`src/rtl/fifo_pkg.sv`:
```
// fifo_pkg: shared defaults for the synchronous FIFO.
// Imported by the storage array and the FIFO top.
package fifo_pkg;

  localparam int FIFO_DATA_WIDTH = 8;
  localparam int FIFO_DEPTH      = 8;

endpackage

```
`src/rtl/fifo_mem.sv`:
```
// fifo_mem: DEPTH x DATA_WIDTH register array.
// Synchronous write port, registered read port.
module fifo_mem
  import fifo_pkg::*;
#(
  parameter int DATA_WIDTH = FIFO_DATA_WIDTH,
  parameter int DEPTH      = FIFO_DEPTH,
  localparam int ADDR_WIDTH = $clog2(DEPTH)
) (
  input  logic                  clk,
  input  logic                  reset,
  input  logic                  wr_en,
  input  logic [ADDR_WIDTH-1:0] wr_addr,
  input  logic [DATA_WIDTH-1:0] wr_data,
  input  logic                  rd_en,
  input  logic [ADDR_WIDTH-1:0] rd_addr,
  output logic [DATA_WIDTH-1:0] rd_data
);

  logic [DATA_WIDTH-1:0] mem [DEPTH];

  // storage write; contents survive reset
  always_ff @(posedge clk) begin
    if (wr_en) begin
      mem[wr_addr] <= wr_data;
    end
  end

  // registered read data, cleared by reset, held otherwise
  always_ff @(posedge clk) begin
    if (reset) begin
      rd_data <= '0;
    end else if (rd_en) begin
      rd_data <= mem[rd_addr];
    end
  end

endmodule

```
`src/rtl/sync_fifo.sv`:
```
// sync_fifo: single-clock FIFO with registered read data.
// Overflowing writes and underflowing reads are dropped.
module sync_fifo
  import fifo_pkg::*;
#(
  parameter int DATA_WIDTH = FIFO_DATA_WIDTH,
  parameter int DEPTH      = FIFO_DEPTH,
  localparam int ADDR_WIDTH = $clog2(DEPTH)
) (
  input  logic                  clk,
  input  logic                  reset,
  input  logic                  write_e,
  input  logic                  read_e,
  input  logic [DATA_WIDTH-1:0] data_in,
  output logic [DATA_WIDTH-1:0] data_out,
  output logic                  full,
  output logic                  empty
);

  localparam logic [ADDR_WIDTH:0] FULL_CNT =
    (ADDR_WIDTH+1)'(DEPTH);

  logic [ADDR_WIDTH-1:0] wr_ptr;
  logic [ADDR_WIDTH-1:0] rd_ptr;
  logic [ADDR_WIDTH:0]   count;
  logic [ADDR_WIDTH:0]   count_nxt;
  logic                  wr_acc;
  logic                  rd_acc;

  assign full  = (count == FULL_CNT);
  assign empty = (count == '0);

  // acceptance judged on pre-edge flags; reset masks both
  assign wr_acc = write_e && !full && !reset;
  assign rd_acc = read_e && !empty && !reset;

  // occupancy next-state
  always_comb begin
    count_nxt = count;
    unique case (1'b1)
      (wr_acc && !rd_acc): count_nxt = count + 1'b1;
      (rd_acc && !wr_acc): count_nxt = count - 1'b1;
      default:             count_nxt = count;
    endcase
  end

  // pointer and occupancy registers; power-of-two depth wraps naturally
  always_ff @(posedge clk) begin
    if (reset) begin
      wr_ptr <= '0;
      rd_ptr <= '0;
      count  <= '0;
    end else begin
      if (wr_acc) wr_ptr <= wr_ptr + 1'b1;
      if (rd_acc) rd_ptr <= rd_ptr + 1'b1;
      count <= count_nxt;
    end
  end

  fifo_mem #(
    .DATA_WIDTH (DATA_WIDTH),
    .DEPTH      (DEPTH)
  ) u_mem (
    .clk     (clk),
    .reset   (reset),
    .wr_en   (wr_acc),
    .wr_addr (wr_ptr),
    .wr_data (data_in),
    .rd_en   (rd_acc),
    .rd_addr (rd_ptr),
    .rd_data (data_out)
  );

endmodule

```
`config.mk`:
```
export PLATFORM = sky130hd
export DESIGN_NAME = sync_fifo
export DESIGN_NICKNAME = d
export VERILOG_FILES = /design/src/rtl/fifo_pkg.sv /design/src/rtl/fifo_mem.sv /design/src/rtl/sync_fifo.sv
export SDC_FILE = /design/constraint.sdc
export NUM_CORES = 1
export LEC_CHECK = 0
export CAP_MARGIN = 15
export CORE_MARGIN = 1.5
export CORE_UTILIZATION = 50
export DETAILED_ROUTE_END_ITERATION = 12
export PLACE_DENSITY = 0.69
export SETUP_SLACK_MARGIN = 0.3
export SLEW_MARGIN = 30
export SYNTH_ARGS = -nofsm -noshare
export SYNTH_HDL_FRONTEND = slang
export SYNTH_SLANG_ARGS = --single-unit
```
`constraint.sdc`:
```
create_clock -name clk -period 4.3 [get_ports clk]
set_input_delay 0.43 -clock clk [delete_from_list [all_inputs] [get_ports clk]]
set_output_delay 0.43 -clock clk [all_outputs]
set_load 0.01 [all_outputs]
```
==> results of run 1 <==
==> cells by family (layout without fill, tap and decap cells) <==
family,count (synthesis),count (layout),share of synthesized area [%]
DFF,82,82,67.7
xor gates and xnor gates,6,6,1.78
muxes,17,17,11.0
buffers and inverters,14,45,2.63
and+or+nand+nor,53,53,9.68
adders and majority gates,6,6,2.45
AOI/OAI and AO/OA,16,16,4.82
==> path summary, 6_finish.rpt <==
check                        start               end  slack (ns)  cells after the start
setup / recovery             reset          count[3]        1.50                      9
hold / removal    u_mem.rd_data[2]  u_mem.rd_data[2]        0.51                      2
setup reg to reg          count[0]          count[3]        1.54                      8
hold reg to reg   u_mem.rd_data[2]  u_mem.rd_data[2]        0.51                      2
==> worst max-delay path: stages <==
cell and delay [ns]:
clkdlybuf4s50_1 0.78, buf_4 0.29, nor2b_1 0.07, ha_1 0.23, ha_1 0.32, a21oi_1 0.21, a21oi_1 0.11, or4_1 0.48
a21oi_1 0.17
==> power breakdown <==
part	internal (uW)	switching, uW
sequential	881	37.2
clock	207	262
combinational	115	95.6
total	1200	394
==> through the flow <==
step                      util, %  hold slack, ns
after floorplan                 -           0.484
after global placement       56.6           0.481
after detailed placement     56.6           0.501
after CTS                    59.2           0.520
after global routing         59.2           0.544
final                        59.2           0.510
==> synthesized netlist by cell type (all sizes together), types with 3 or more instances <==
master | count | area, um^2
a21oi | 6 | 33.8
buf | 6 | 57.6
clkbuf | 4 | 16.3
dfxtp | 18 | 360
edfxtp | 64 | 1920
ha | 5 | 62.6
inv | 4 | 15.0
mux4 | 16 | 360
nand2 | 5 | 26.3
nand2b | 3 | 26.3
nand3 | 3 | 20.0
nor2 | 24 | 90.1
nor3 | 10 | 90.1
o22ai | 8 | 100
xor2 | 5 | 51.3
==> layer usage <==
metal  share of wire (%)  GRT usage [%]
met1                  42           22.1
met2                  53           29.8
met3                 3.4           4.47
met4                 1.7           10.4
met5                   0              0
==> sequential cells by signal, summed over array words and instances (netlist names) <==
register / count
u_mem.mem: 64
wr_ptr: 3
rd_ptr: 3
u_mem.rd_data: 8
count: 4
==> layout make-up <==
cell class                 count  area [um^2]  share of cell area [%]
clock inverter                 5         31.3                   0.823
inverter                       4         15.0                   0.395
sequential                    82         2280                    60.1
clock buffer                  11          131                    3.46
multi-input combinational     98         1000                    26.4
timing repair buffer          25          240                    6.32
tap                           77         96.3                    2.54
==> flow_metrics.py, run 1 <==
metrics = {
    "global_route": {
        "grt_pass1_vias": 1841,
        "antenna_found_initial": 0,
        "grt_overflow_total": 0,
        "grt_first_pass_wirelength_um": 9290,
        "grt_start_max_net_pins": 19,
        "grt_usage_pct": 18.2,
    },
    "setup_path": {
        "cp-end-kind": "register",
        "cp-start-kind": "input pin",
        "worst_ep_required_time_ns": 4.58,
        "arrival_ns": 3.09,
        "crit_fanout": 12,
        "critical_path_class": "input pin to register",
    },
    "sta": {
        "min_period_ns": 2.80,
        "grt_setup_unrepaired": "no",
        "setup_viol": 0,
        "slew_headroom_pct": 40.7,
        "fmax_mhz": 357,
        "final_hold_viol_count": 0,
        "tightest_slew_ns": 0.888,
        "setup_ws_ns": 1.50,
        "skew_ns": 0.00630,
        "post-route-period-util_pct": 65.2,
        "drv_slew": 0,
        "setup_tns_ns": 0,
    },
    "clock_tree": {
        "cts_tree": "yes",
        "clock_path_buffers": 2,
        "cts_resized": 0,
        "clk_pin_slew_ns": 0.08,
        "root_buffer": "clkbuf_8",
        "postCtsSetupBuffers": 0,
        "clk_latency_ns": 0.35,
        "cts.sinks": 82,
        "h-tree-depth": 3,
        "holdBufCountCts": 0,
        "cts_made_buffers": 9,
    },
    "detailed_routing": {
        "via_per_inst": 5.68,
        "vias": 1716,
        "antenna_left": 0,
        "drt-total-wl_um": 5740,
        "first_pass_iters": 4,
        "routedWlPerCell_um": 19.0,
        "drt-initial-drc-count": 179,
        "drc": 0,
    },
    "placed_design": {
        "dp.cells": 286,
        "dp_hpwl_um": 3710,
        "gp_congestion": 0.693,
        "placed_cell_area_um2": 3640,
        "post-place-ws_ns": 1.14,
        "io_buffers": 21,
    },
    "final_layout": {
        "finalNetCount": 238,
        "syn2layout_area_growth_pct": 12.6,
        "layout_commonest_cell": "edfxtp_1",
        "num-fill-cells": 474,
        "drive_above_1_share_pct": 25.8,
        "diodes": 0,
        "final_cell_mix": "edfxtp_1, nor2_1, clkdlybuf4s50_1",
        "final_cell_area_um2": 3800,
        "fin_cells": 302,
    },
    "synthesis": {
        "synth_seq_cells": 82,
        "synth-async-reset-ratio_pct": 0,
        "yosys_most_used_dff": "edfxtp_1",
        "ys_warn_count": 0,
        "yosysUniqueCellTypes": 37,
        "seq_area_frac_synth_pct": 67.7,
        "synth_edf_count": 64,
        "syn_nets": 212,
        "synthesis.area_um2": 3370,
        "avgSynthCellArea_um2": 17.4,
        "postSynthCellCount": 194,
    },
    "job": {
        "cap_violations": 0,
    },
    "power": {
        "leakagePower_uw": 0.00122,
        "powerDensity_nw_per_um2": 420,
        "peakVddDrop_mv": 0.266,
        "total_power_uw": 1600,
    },
    "die": {
        "rows": 29,
        "die-width_um": 85.1,
        "dieHeight_um": 85.1,
        "ios": 22,
        "core_area_um2": 6420,
        "die_area_um2": 7250,
        "start_util_pct": 52.5,
    },
    "hold_path": {
        "hold_path.class": "register to register",
    },
    "status": {
        "status": "complete, no violations",
    },
}
No activity file was read; power rests on OpenSTA's default activity.
==> run 2: changes to the inputs <==
--- a/config.mk
+++ b/config.mk
@@ -9,7 +9,7 @@
 export CORE_MARGIN = 1.5
 export CORE_UTILIZATION = 50
 export DETAILED_ROUTE_END_ITERATION = 12
-export PLACE_DENSITY = 0.69
+export PLACE_DENSITY = 0.72
 export SETUP_SLACK_MARGIN = 0.3
 export SLEW_MARGIN = 30
 export SYNTH_ARGS = -nofsm -noshare
==> constraint.sdc (replaced) <==
create_clock -name clk -period 2.4 [get_ports clk]
set_input_delay 0.24 -clock clk [delete_from_list [all_inputs] [get_ports clk]]
set_output_delay 0.24 -clock clk [all_outputs]
set_load 0.01 [all_outputs]
==> flow_metrics.py, run 2 (synthesis results as in run 1) <==
metrics = {
    "status": {
        "status": "finished, violations left",
        "violations": "DRC",
    },
    "placed_design": {
        "dp_hpwl_um": 3550,
        "placed_cell_area_um2": 3770,
        "dp.cells": 299,
        "gp_congestion": 0.721,
        "io_buffers": 21,
    },
    "setup_path": {
        "cp-start-kind": "register",
        "arrival_ns": 2.60,
        "path_cells": "or4b_4 > nand3b_4 > ha_4 > ha_4 > a21oi_4 > a21oi_2 > or4_1 > a21oi_1",
        "critPathTopFamily": "simple AND/OR/NAND/NOR gates",
        "max_stage_delay_ns": 0.56,
        "rr_worst_depth": 8,
        "rrSetupSlack_ns": 0.08,
        "worst-path-buf-inv": 0,
        "cp-end-kind": "register",
        "cpMostUsedCell": "ha_4",
        "crit_fanout": 5,
        "crit_path_start": "count[0]",
        "worst_ep_required_time_ns": 2.68,
        "critical_path_class": "register to register",
        "reg2reg_to": "count[3]",
        "worstReg2RegStart": "count[0]",
        "cp_slowest_cell": "or4b_4",
    },
    "global_route": {
        "grt_first_pass_wirelength_um": 8960,
        "grt_overflow_total": 0,
        "busiest_layer": "met2",
        "gr-usage-met2_pct": 28.9,
        "grt_start_max_net_pins": 19,
        "met3_usage_pct": 3.60,
        "grt_pass1_vias": 1738,
        "antenna_found_initial": 0,
        "grt_usage_pct": 17.4,
        "met1_usage_pct": 21.9,
    },
    "clock_tree": {
        "h-tree-depth": 3,
        "cts_made_buffers": 9,
        "root_buffer": "clkbuf_8",
        "cts.sinks": 82,
        "clk_latency_ns": 0.35,
        "clk_pin_slew_ns": 0.08,
        "clock_path_buffers": 2,
        "cts_tree": "yes",
    },
    "final_layout": {
        "final_cell_area_um2": 4050,
        "finalNetCount": 255,
        "regMostFlops": "u_mem.mem",
        "layout_commonest_cell": "edfxtp_1",
        "diodes": 0,
        "fin_cells": 319,
        "top_regs": "u_mem.mem (64), u_mem.rd_data (8), count (4)",
        "drive_above_1_share_pct": 37.2,
        "syn2layout_area_growth_pct": 20.1,
        "largest_reg_flops": 64,
        "final_cell_mix": "edfxtp_1, nor2_1, buf_4",
    },
    "hold_path": {
        "min_path_cells": 2,
        "hold_path.class": "register to register",
        "worstHoldEndpoint": "u_mem.rd_data[2]",
        "hold_start": "u_mem.rd_data[2]",
    },
    "die": {
        "dieHeight_um": 85.1,
        "die_area_um2": 7250,
        "ios": 22,
        "start_util_pct": 52.5,
        "core_area_um2": 6420,
        "die-width_um": 85.1,
        "rows": 29,
    },
    "sta": {
        "post-route-period-util_pct": 96.8,
        "grt_setup_unrepaired": "yes",
        "whs_ns": 0.500,
        "fmax_mhz": 430,
        "tightest_slew_ns": 0.394,
        "drv_slew": 0,
        "skew_ns": 0.00599,
        "min_period_ns": 2.32,
        "slew_headroom_pct": 73.6,
        "final_hold_viol_count": 0,
        "setup_viol": 0,
    },
    "power": {
        "leakagePower_uw": 0.00134,
        "p_clk_share_pct": 31.8,
        "p_sw_uw": 729,
        "p_sw_share_pct": 24.1,
        "power_frac_comb_pct": 15.0,
        "peakVddDrop_mv": 0.484,
        "p_seq_share_pct": 53.2,
        "powerDensity_nw_per_um2": 746,
        "total_power_uw": 3020,
        "internal-power_uw": 2290,
    },
    "detailed_routing": {
        "drt-initial-drc-count": 97,
        "routedWlPerCell_um": 18.1,
        "via_per_inst": 5.47,
        "antenna_left": 0,
        "vias": 1746,
        "drt-total-wl_um": 5780,
        "first_pass_iters": 8,
        "drc": 1,
    },
    "job": {
        "cap_violations": 0,
    },
}
## run 2: cell types whose count changed in the layout (fill, tap and decap cells not counted), sizes merged
cell / delta
clkbuf: -2
bufinv: +1
clkdlybuf4s50: -1
clkinv: +2
buf: +17
dlygate4sd2: +1
clkinvlp: -1
## run 2: power by group through the flow
stage          clock [uW]  sequential, uW  combinational (uW)
6_report              960            1610                 454
5_1_grt              1040            1620                 493
4_1_cts               987            1610                 432
3_5_place_dp            0            1640                 429
3_3_place_gp            0            1640                 426
2_1_floorplan           0            1650                 300
## run 2: timing repair
item,in CTS,in global routing
endpoints found under the setup margin,4,3
pin swaps,0,7
hold endpoints to repair,0,0
resized for setup,2,13
hold buffers,0,0
setup buffers,1,3
## run 2: tightest hold or removal path: cells and delay by family (launching register included)
kind	cells	cell delay, ns
simple gates	2	0.13
flops	1	0.33
## run 2: metrics by stage
stage	TNS [ns]	setup WS [ns]	utilization (%)
2_1_floorplan	-0.0236	-0.0236	-
3_3_place_gp	0	0.0883	58.6
3_5_place_dp	0	0.0564	58.6
4_1_cts	0	0.113	61.8
5_1_grt	0	0.0216	63.1
6_report	0	0.0762	63.1
## run 2: how the worst max path moves through the flow
stage / slack (ns) / end / depth (start not counted)
2_1_floorplan: -0.02 / count[3] / 9
3_3_place_gp: 0.09 / count[3] / 8
3_5_place_dp: 0.06 / count[3] / 8
4_1_cts: 0.11 / count[3] / 8
5_1_grt: 0.02 / count[3] / 8
6_report: 0.08 / count[3] / 8
## run 2: layer usage
metal,vias up,part of all wire [%]
li1,833,-
met5,-,0
met4,0,2.2
met2,32,53
met1,869,42
met3,12,3.6
## run 2: layout make-up
type                       count  area [um^2]
fill                         470         2370
sequential                    82         2290
multi-input combinational     98         1090
timing repair buffer          42          367
clock buffer                   9          124
tap                           77         96.3
clock inverter                 7         70.1
inverter                       4         15.0
